### src/rtl/regfile_access_seq.sv
`timescale 1ns/1ps
// Purpose : operand-fetch sequencer between decode and the register file, with a
//           one-entry write scoreboard that stalls RAW/WAW requests until writeback.
// Latency : request accepted in cycle A -> regfile read in A+1, opr_valid in A+3.
// Backpr. : req_ready low outside IDLE or on hazard; operands held while opr_ready=0;
//           writebacks always accepted (wb_ready=1 out of reset).
//
// Ports:
//   hclk, hrstn                      clock, async active-low reset
//   req_valid/req_ready, req_*       operand-fetch request (indices, use flags, rd_wen)
//   reg_raddr_x/reg_ren_x            regfile read ports (data returns one cycle later
//   reg_rdata_x                      on reg_rdata_x)
//   reg_waddr/reg_wdata/reg_wen      regfile write port
//   opr_valid/opr_ready, opr_*       fetched operands and destination to execute
//   wb_valid/wb_ready, wb_rd/wb_data writeback from execute
//   busy                             fetch in progress or write outstanding
module regfile_access_seq (
  input  logic        hclk,
  input  logic        hrstn,
  input  logic        req_valid,
  output logic        req_ready,
  input  logic [4:0]  req_rs1,
  input  logic [4:0]  req_rs2,
  input  logic [4:0]  req_rd,
  input  logic        req_use_rs1,
  input  logic        req_use_rs2,
  input  logic        req_rd_wen,
  output logic [4:0]  reg_raddr_1,
  output logic [4:0]  reg_raddr_2,
  output logic        reg_ren_1,
  output logic        reg_ren_2,
  input  logic [31:0] reg_rdata_1,
  input  logic [31:0] reg_rdata_2,
  output logic [4:0]  reg_waddr,
  output logic [31:0] reg_wdata,
  output logic        reg_wen,
  output logic        opr_valid,
  input  logic        opr_ready,
  output logic [31:0] opr_rs1_data,
  output logic [31:0] opr_rs2_data,
  output logic [4:0]  opr_rd,
  output logic        opr_rd_wen,
  input  logic        wb_valid,
  output logic        wb_ready,
  input  logic [4:0]  wb_rd,
  input  logic [31:0] wb_data,
  output logic        busy
);

  typedef enum logic [1:0] {
    S_IDLE = 2'd0,
    S_READ = 2'd1,
    S_CAPT = 2'd2,
    S_HOLD = 2'd3
  } state_t;

  state_t      r_state;
  state_t      w_state_nxt;

  // Latched request fields used after the READ cycle
  logic        r_use_rs1;
  logic        r_use_rs2;
  logic [4:0]  r_rd;
  logic        r_rd_wen;

  // Read-port drive registers; only non-zero during the single READ cycle
  logic        r_ren_1;
  logic        r_ren_2;
  logic [4:0]  r_raddr_1;
  logic [4:0]  r_raddr_2;

  logic [31:0] r_opr_rs1_data;
  logic [31:0] r_opr_rs2_data;
  logic [4:0]  r_opr_rd;
  logic        r_opr_rd_wen;

  logic        r_pend;
  logic [4:0]  r_pend_rd;

  logic        r_wen;
  logic [4:0]  r_waddr;
  logic [31:0] r_wdata;

  logic        w_hazard;
  logic        w_req_fire;
  logic        w_opr_fire;
  logic        w_wb_fire;
  logic        w_pend_set;
  logic        w_pend_clr;

  // Any source matching the outstanding write, or any new write while one is
  // outstanding (single-entry scoreboard), must wait for the writeback.
  assign w_hazard = r_pend && ((req_use_rs1 && (req_rs1 == r_pend_rd)) ||
                               (req_use_rs2 && (req_rs2 == r_pend_rd)) ||
                               req_rd_wen);

  // hrstn gates the ready outputs directly so nothing is accepted during reset
  // and a request is accepted in the very cycle reset is released.
  assign req_ready  = hrstn && (r_state == S_IDLE) && !w_hazard;
  assign wb_ready   = hrstn;

  assign w_req_fire = req_valid && req_ready;
  assign opr_valid  = (r_state == S_HOLD);
  assign w_opr_fire = opr_valid && opr_ready;
  assign w_wb_fire  = wb_valid && wb_ready;

  // x0 is never tracked, so a writeback to x0 can never clear a pend entry
  assign w_pend_set = w_opr_fire && r_opr_rd_wen && (r_opr_rd != 5'd0);
  assign w_pend_clr = w_wb_fire && r_pend && (wb_rd == r_pend_rd);

  always_ff @(posedge hclk or negedge hrstn) begin
    if (!hrstn) begin
      r_state <= S_IDLE;
    end else begin
      r_state <= w_state_nxt;
    end
  end

  always_comb begin
    w_state_nxt = r_state;
    case (r_state)
      S_IDLE: if (w_req_fire) w_state_nxt = S_READ;
      S_READ: w_state_nxt = S_CAPT;
      S_CAPT: w_state_nxt = S_HOLD;
      S_HOLD: if (w_opr_fire) w_state_nxt = S_IDLE;
      default: w_state_nxt = S_IDLE;
    endcase
  end

  // Request latch and read-port drive; ren/raddr are loaded on accept and
  // return to zero on the following edge, so they are live only in READ.
  always_ff @(posedge hclk or negedge hrstn) begin
    if (!hrstn) begin
      r_use_rs1 <= 1'b0;
      r_use_rs2 <= 1'b0;
      r_rd      <= 5'd0;
      r_rd_wen  <= 1'b0;
      r_ren_1   <= 1'b0;
      r_ren_2   <= 1'b0;
      r_raddr_1 <= 5'd0;
      r_raddr_2 <= 5'd0;
    end else begin
      r_ren_1   <= w_req_fire && req_use_rs1;
      r_ren_2   <= w_req_fire && req_use_rs2;
      r_raddr_1 <= w_req_fire ? req_rs1 : 5'd0;
      r_raddr_2 <= w_req_fire ? req_rs2 : 5'd0;
      if (w_req_fire) begin
        r_use_rs1 <= req_use_rs1;
        r_use_rs2 <= req_use_rs2;
        r_rd      <= req_rd;
        r_rd_wen  <= req_rd_wen;
      end
    end
  end

  // Operand capture; payload is only reloaded in CAPT so it is stable in HOLD
  always_ff @(posedge hclk or negedge hrstn) begin
    if (!hrstn) begin
      r_opr_rs1_data <= 32'd0;
      r_opr_rs2_data <= 32'd0;
      r_opr_rd       <= 5'd0;
      r_opr_rd_wen   <= 1'b0;
    end else if (r_state == S_CAPT) begin
      r_opr_rs1_data <= r_use_rs1 ? reg_rdata_1 : 32'd0;
      r_opr_rs2_data <= r_use_rs2 ? reg_rdata_2 : 32'd0;
      r_opr_rd       <= r_rd;
      r_opr_rd_wen   <= r_rd_wen;
    end
  end

  // Scoreboard: set has priority so a new rd issued in the clearing cycle is kept
  always_ff @(posedge hclk or negedge hrstn) begin
    if (!hrstn) begin
      r_pend    <= 1'b0;
      r_pend_rd <= 5'd0;
    end else if (w_pend_set) begin
      r_pend    <= 1'b1;
      r_pend_rd <= r_opr_rd;
    end else if (w_pend_clr) begin
      r_pend    <= 1'b0;
    end
  end

  // Regfile write port: one pulse per accepted non-x0 writeback
  always_ff @(posedge hclk or negedge hrstn) begin
    if (!hrstn) begin
      r_wen   <= 1'b0;
      r_waddr <= 5'd0;
      r_wdata <= 32'd0;
    end else if (w_wb_fire && (wb_rd != 5'd0)) begin
      r_wen   <= 1'b1;
      r_waddr <= wb_rd;
      r_wdata <= wb_data;
    end else begin
      r_wen   <= 1'b0;
      r_waddr <= 5'd0;
      r_wdata <= 32'd0;
    end
  end

  assign reg_ren_1    = r_ren_1;
  assign reg_ren_2    = r_ren_2;
  assign reg_raddr_1  = r_raddr_1;
  assign reg_raddr_2  = r_raddr_2;
  assign reg_wen      = r_wen;
  assign reg_waddr    = r_waddr;
  assign reg_wdata    = r_wdata;
  assign opr_rs1_data = r_opr_rs1_data;
  assign opr_rs2_data = r_opr_rs2_data;
  assign opr_rd       = r_opr_rd;
  assign opr_rd_wen   = r_opr_rd_wen;
  assign busy         = (r_state != S_IDLE) || r_pend;

endmodule

### config.mk
export PLATFORM = sky130hd
export DESIGN_NAME = regfile_access_seq
export DESIGN_NICKNAME = d
export VERILOG_FILES = /design/src/rtl/regfile_access_seq.sv
export SDC_FILE = /design/constraint.sdc
export NUM_CORES = 1
export LEC_CHECK = 0
export CAP_MARGIN = 20
export CORE_ASPECT_RATIO = 1.4
export CORE_MARGIN = 1.5
export CORE_UTILIZATION = 53
export DETAILED_ROUTE_END_ITERATION = 10
export DONT_BUFFER_PORTS = 1
export PLACE_DENSITY = 0.68
export SLEW_MARGIN = 0
export SYNTH_ARGS = -nofsm -noshare
export SYNTH_HDL_FRONTEND = slang
export SYNTH_SLANG_ARGS = --single-unit
### constraint.sdc
create_clock -name hclk -period 2.4 [get_ports hclk]
set_input_delay 0.48 -clock hclk [delete_from_list [all_inputs] [get_ports hclk]]
set_output_delay 0.48 -clock hclk [all_outputs]
set_load 0.1 [all_outputs]
==> results.md <==
- Outcome: finished with violations
- Failing checks: negative hold slack
- Top cells by area, synth: dfrtp_1 64%, o21ai_0 6.3%, nand3_1 6.2%
- H-tree depth: 4
- Hold slack final: -0.229 ns
- Wire per inst: 16.3 um
- Clock Latency Late Sink: about 0.4 ns
- Dpl ws: 0.0548 ns
- Area Overhead vs Synth: 32.4%
- Worst reg2reg path depth: 8
- Vias: 3918
- Max-slew headroom: roughly 29%
- CP Capture Type: primary output
- Clk sink count: 136
- R2r startpoint: r_pend_rd[2]
- Iter 0 DRT Violations: 194
- Placeable core area: 9850 um^2
- HP Class: in2async
- First-pass GRT wire length: 18600 um
- Max-slew violation count: 0
- HPWL Detailed: between 8000 and 9000 um
- Mapped Cells: roughly 490
- Synth cell count leaders: 136 x dfrtp_1, 68 x inv_1, 67 x o21ai_0
- Least-Margin Pin Slew: approximately 1.1 ns
- Clock buffer count from CTS: 17
- Critical Path, Cell by Cell: xor2_1 -> nor4_2 -> a22oi_1 -> and4b_1 -> buf_6
- Register bit total from synthesis: 136
- Synth area leader: dfrtp_1
- Reg2reg end: reg_raddr_2[1]
- Root Driver: clkbuf_16
- Share of cells above drive strength 1: 29.8%
- Post-layout util: 72.0%
- Antenna violations before repair: 0
- Async set or reset register ratio after synthesis: 100%
- Setup WS post-layout: between 0.04 and 0.05 ns
- CTS max path bufs: 2
- Critical Path Sink: req_ready
- Highest Clock Rate: roughly 0.43 GHz
- Final setup vio count: 0
- Post-synthesis mux area share: between 3 and 4%
- Drt pass-1 iters: 4
- Max-cap viol count: 0
- Worst Path Buf+Inv: 1
- Largest net degree at the start of global routing: 148
- Row Count: between 40 and 50
- Setup crit start kind: flip-flop
- Syn_nets: around 620
- Critical Path Fanout Max: 4
- Data arrival time of the critical path: 1.87 ns
- Worst R2R Setup Slack: 0.09 ns
- Top cell type's share of synthesized area: 63.6%
- Die width: roughly 90 um
- Cell with the most instances after synthesis: dfrtp_1
- ANT nets after route: 0
- Post-Route WL: 12400 um
- Ys flop type: dfrtp_1
- CTS tree: done
- Kind of cell adding the most delay to the critical path: simple AND/OR/NAND/NOR gates
- Slowest stage delay, CP: between 0.4 and 0.5 ns
- RePlAce Congestion: ~0.86
- Synth Area in Compound Gates: 7.06%
- Post-Synth Adder-Cell Area: 0.935%
- Synth Area in XOR/XNOR: 2.45%
- Critical path depth: 5
- Clock skew: just under 0.008 ns
- Final Hold Vio Count: 136
- Min cycle time layout: 2.35 ns
- Die Y: about 120 um
- Worst EP required: 1.92 ns
- Remaining Overflow, GRT: 0
- Vias in the first global route: 3932
- RSZ-0062 raised after global routing: true
- Syn avg cell area: 11.0 um^2
- Initial core utilization: 54.4%
- I/O pin total: 248
- IO buf count: 0
- Worst-path clk slew: 0.06 ns
- Layout Cells excl Fill: 760
- DIE AREA: 10700 um^2
- Warnings from Yosys: 0
- # DRC: 0
- Post-synth cell types: 32
- Filler cells: a little over 700
- Number of synthesized flops with an enable pin: 0
- Worst path slowest cell: dfrtp_1
- # diodes: 0
- Worst Setup SP: r_pend_rd[4]
- Synthesized area: 5350 um^2
- Drt via density: 5.16
- Period utilization: 98.0%
- All-Layer GR Usage: 23.0%
- Simple-gate share of the synthesized area: about 15%
- Placed Cells: 723
- Largest family of logic cells by synthesized area: simple AND/OR/NAND/NOR gates
- Sequential area share after synthesis: a little under two thirds
- Final net count: 740
- Crit path kind: reg2out
layout make-up:
| class | count | area [um^2] | area share, % |
|---|---|---|---|
| Clock buffer | 21 | 460 | 6.50 |
| Clock inverter | 11 | 171 | 2.42 |
| Tap cell | 135 | 169 | 2.38 |
| Timing Repair Buffer | 135 | 1030 | 14.5 |
| Inverter | 68 | 255 | 3.60 |
| Sequential cell | 136 | 3400 | 48.0 |
| Multi-Input combinational cell | 254 | 1600 | 22.5 |
cells by family after synthesis:
| logic type | after synthesis |
|---|---|
| mux | 16 |
| simple gates | 147 |
| xor+xnor | 15 |
| fa+ha+maj | 4 |
| flops | 136 |
| buf+inv | 98 |
| compound gates | 72 |
flip-flops by register name, summed over array words and instances, names as in the netlist, 2 cells and up:
register      flops
reg_raddr_1       5
r_rd              5
reg_raddr_2       5
r_state           2
r_pend_rd         5
reg_waddr         5
opr_rs2_data     32
reg_wdata        32
opr_rs1_data     32
opr_rd            5
cells in the final DEF (no fill, tap or decap), drive strengths merged:
cell	instances
nand2	15
nor4	1
nand4	2
nor2	4
a22oi	1
ha	4
and2	44
or4	1
and4b	1
dfrtp	136
o41ai	1
bufinv	4
xor2	5
inv	68
clkinvlp	2
o21ai	68
nor3b	1
mux2	15
clkinv	5
and3	8
nor3	3
a21oi	1
clkbuf	21
nand2b	1
buf	135
mux2i	1
nand3	66
xnor2	10
a22o	1
metrics by stage:
stage	cell area, um^2	TNS [ns]
2_1_floorplan	5350	0
3_3_place_gp	6400	0
3_5_place_dp	6400	0
4_1_cts	7070	0
5_1_grt	7090	-0.319
6_report	7090	0
worst min path at each step:
stage,start,endpoint,cells past startpoint
2_1_floorplan,hrstn,opr_rd[0],0
3_3_place_gp,hrstn,opr_rs1_data[28],0
3_5_place_dp,hrstn,opr_rs1_data[11],0
4_1_cts,hrstn,opr_rs1_data[11],0
5_1_grt,hrstn,opr_rs1_data[28],0
6_report,hrstn,opr_rs1_data[11],0
worst register-to-register path: cells and delay by family (launching register included):
kind / cells / cell delay, ns
XOR/XNOR: 1 / 0.12
buffers and inverters: 3 / 0.58
flip-flops: 1 / 0.39
AND/OR/NAND/NOR: 4 / 1.16
per-layer routing:
layer	global-route usage [%]	vias up	part of all wire, %
met2	40.7	183	54
met3	9.35	20	8.9
met1	24.1	1894	36
li1	-	1821	-
met4	8.53	0	1.9
met5	0	-	0
what timing repair did:
| item | 4_1_cts | 5_1_grt |
|---|---|---|
| pin swaps | 2 | 2 |
| endpoints found under the setup margin | 1 | 17 |
| setup buffers | 4 | 1 |
| resized for setup | 2 | 1 |
| hold endpoints to repair | 136 | 136 |
Power is left out: the tool's default activity adds up to more than one toggle a clock period on the data nets, which glitch-free logic cannot reach.
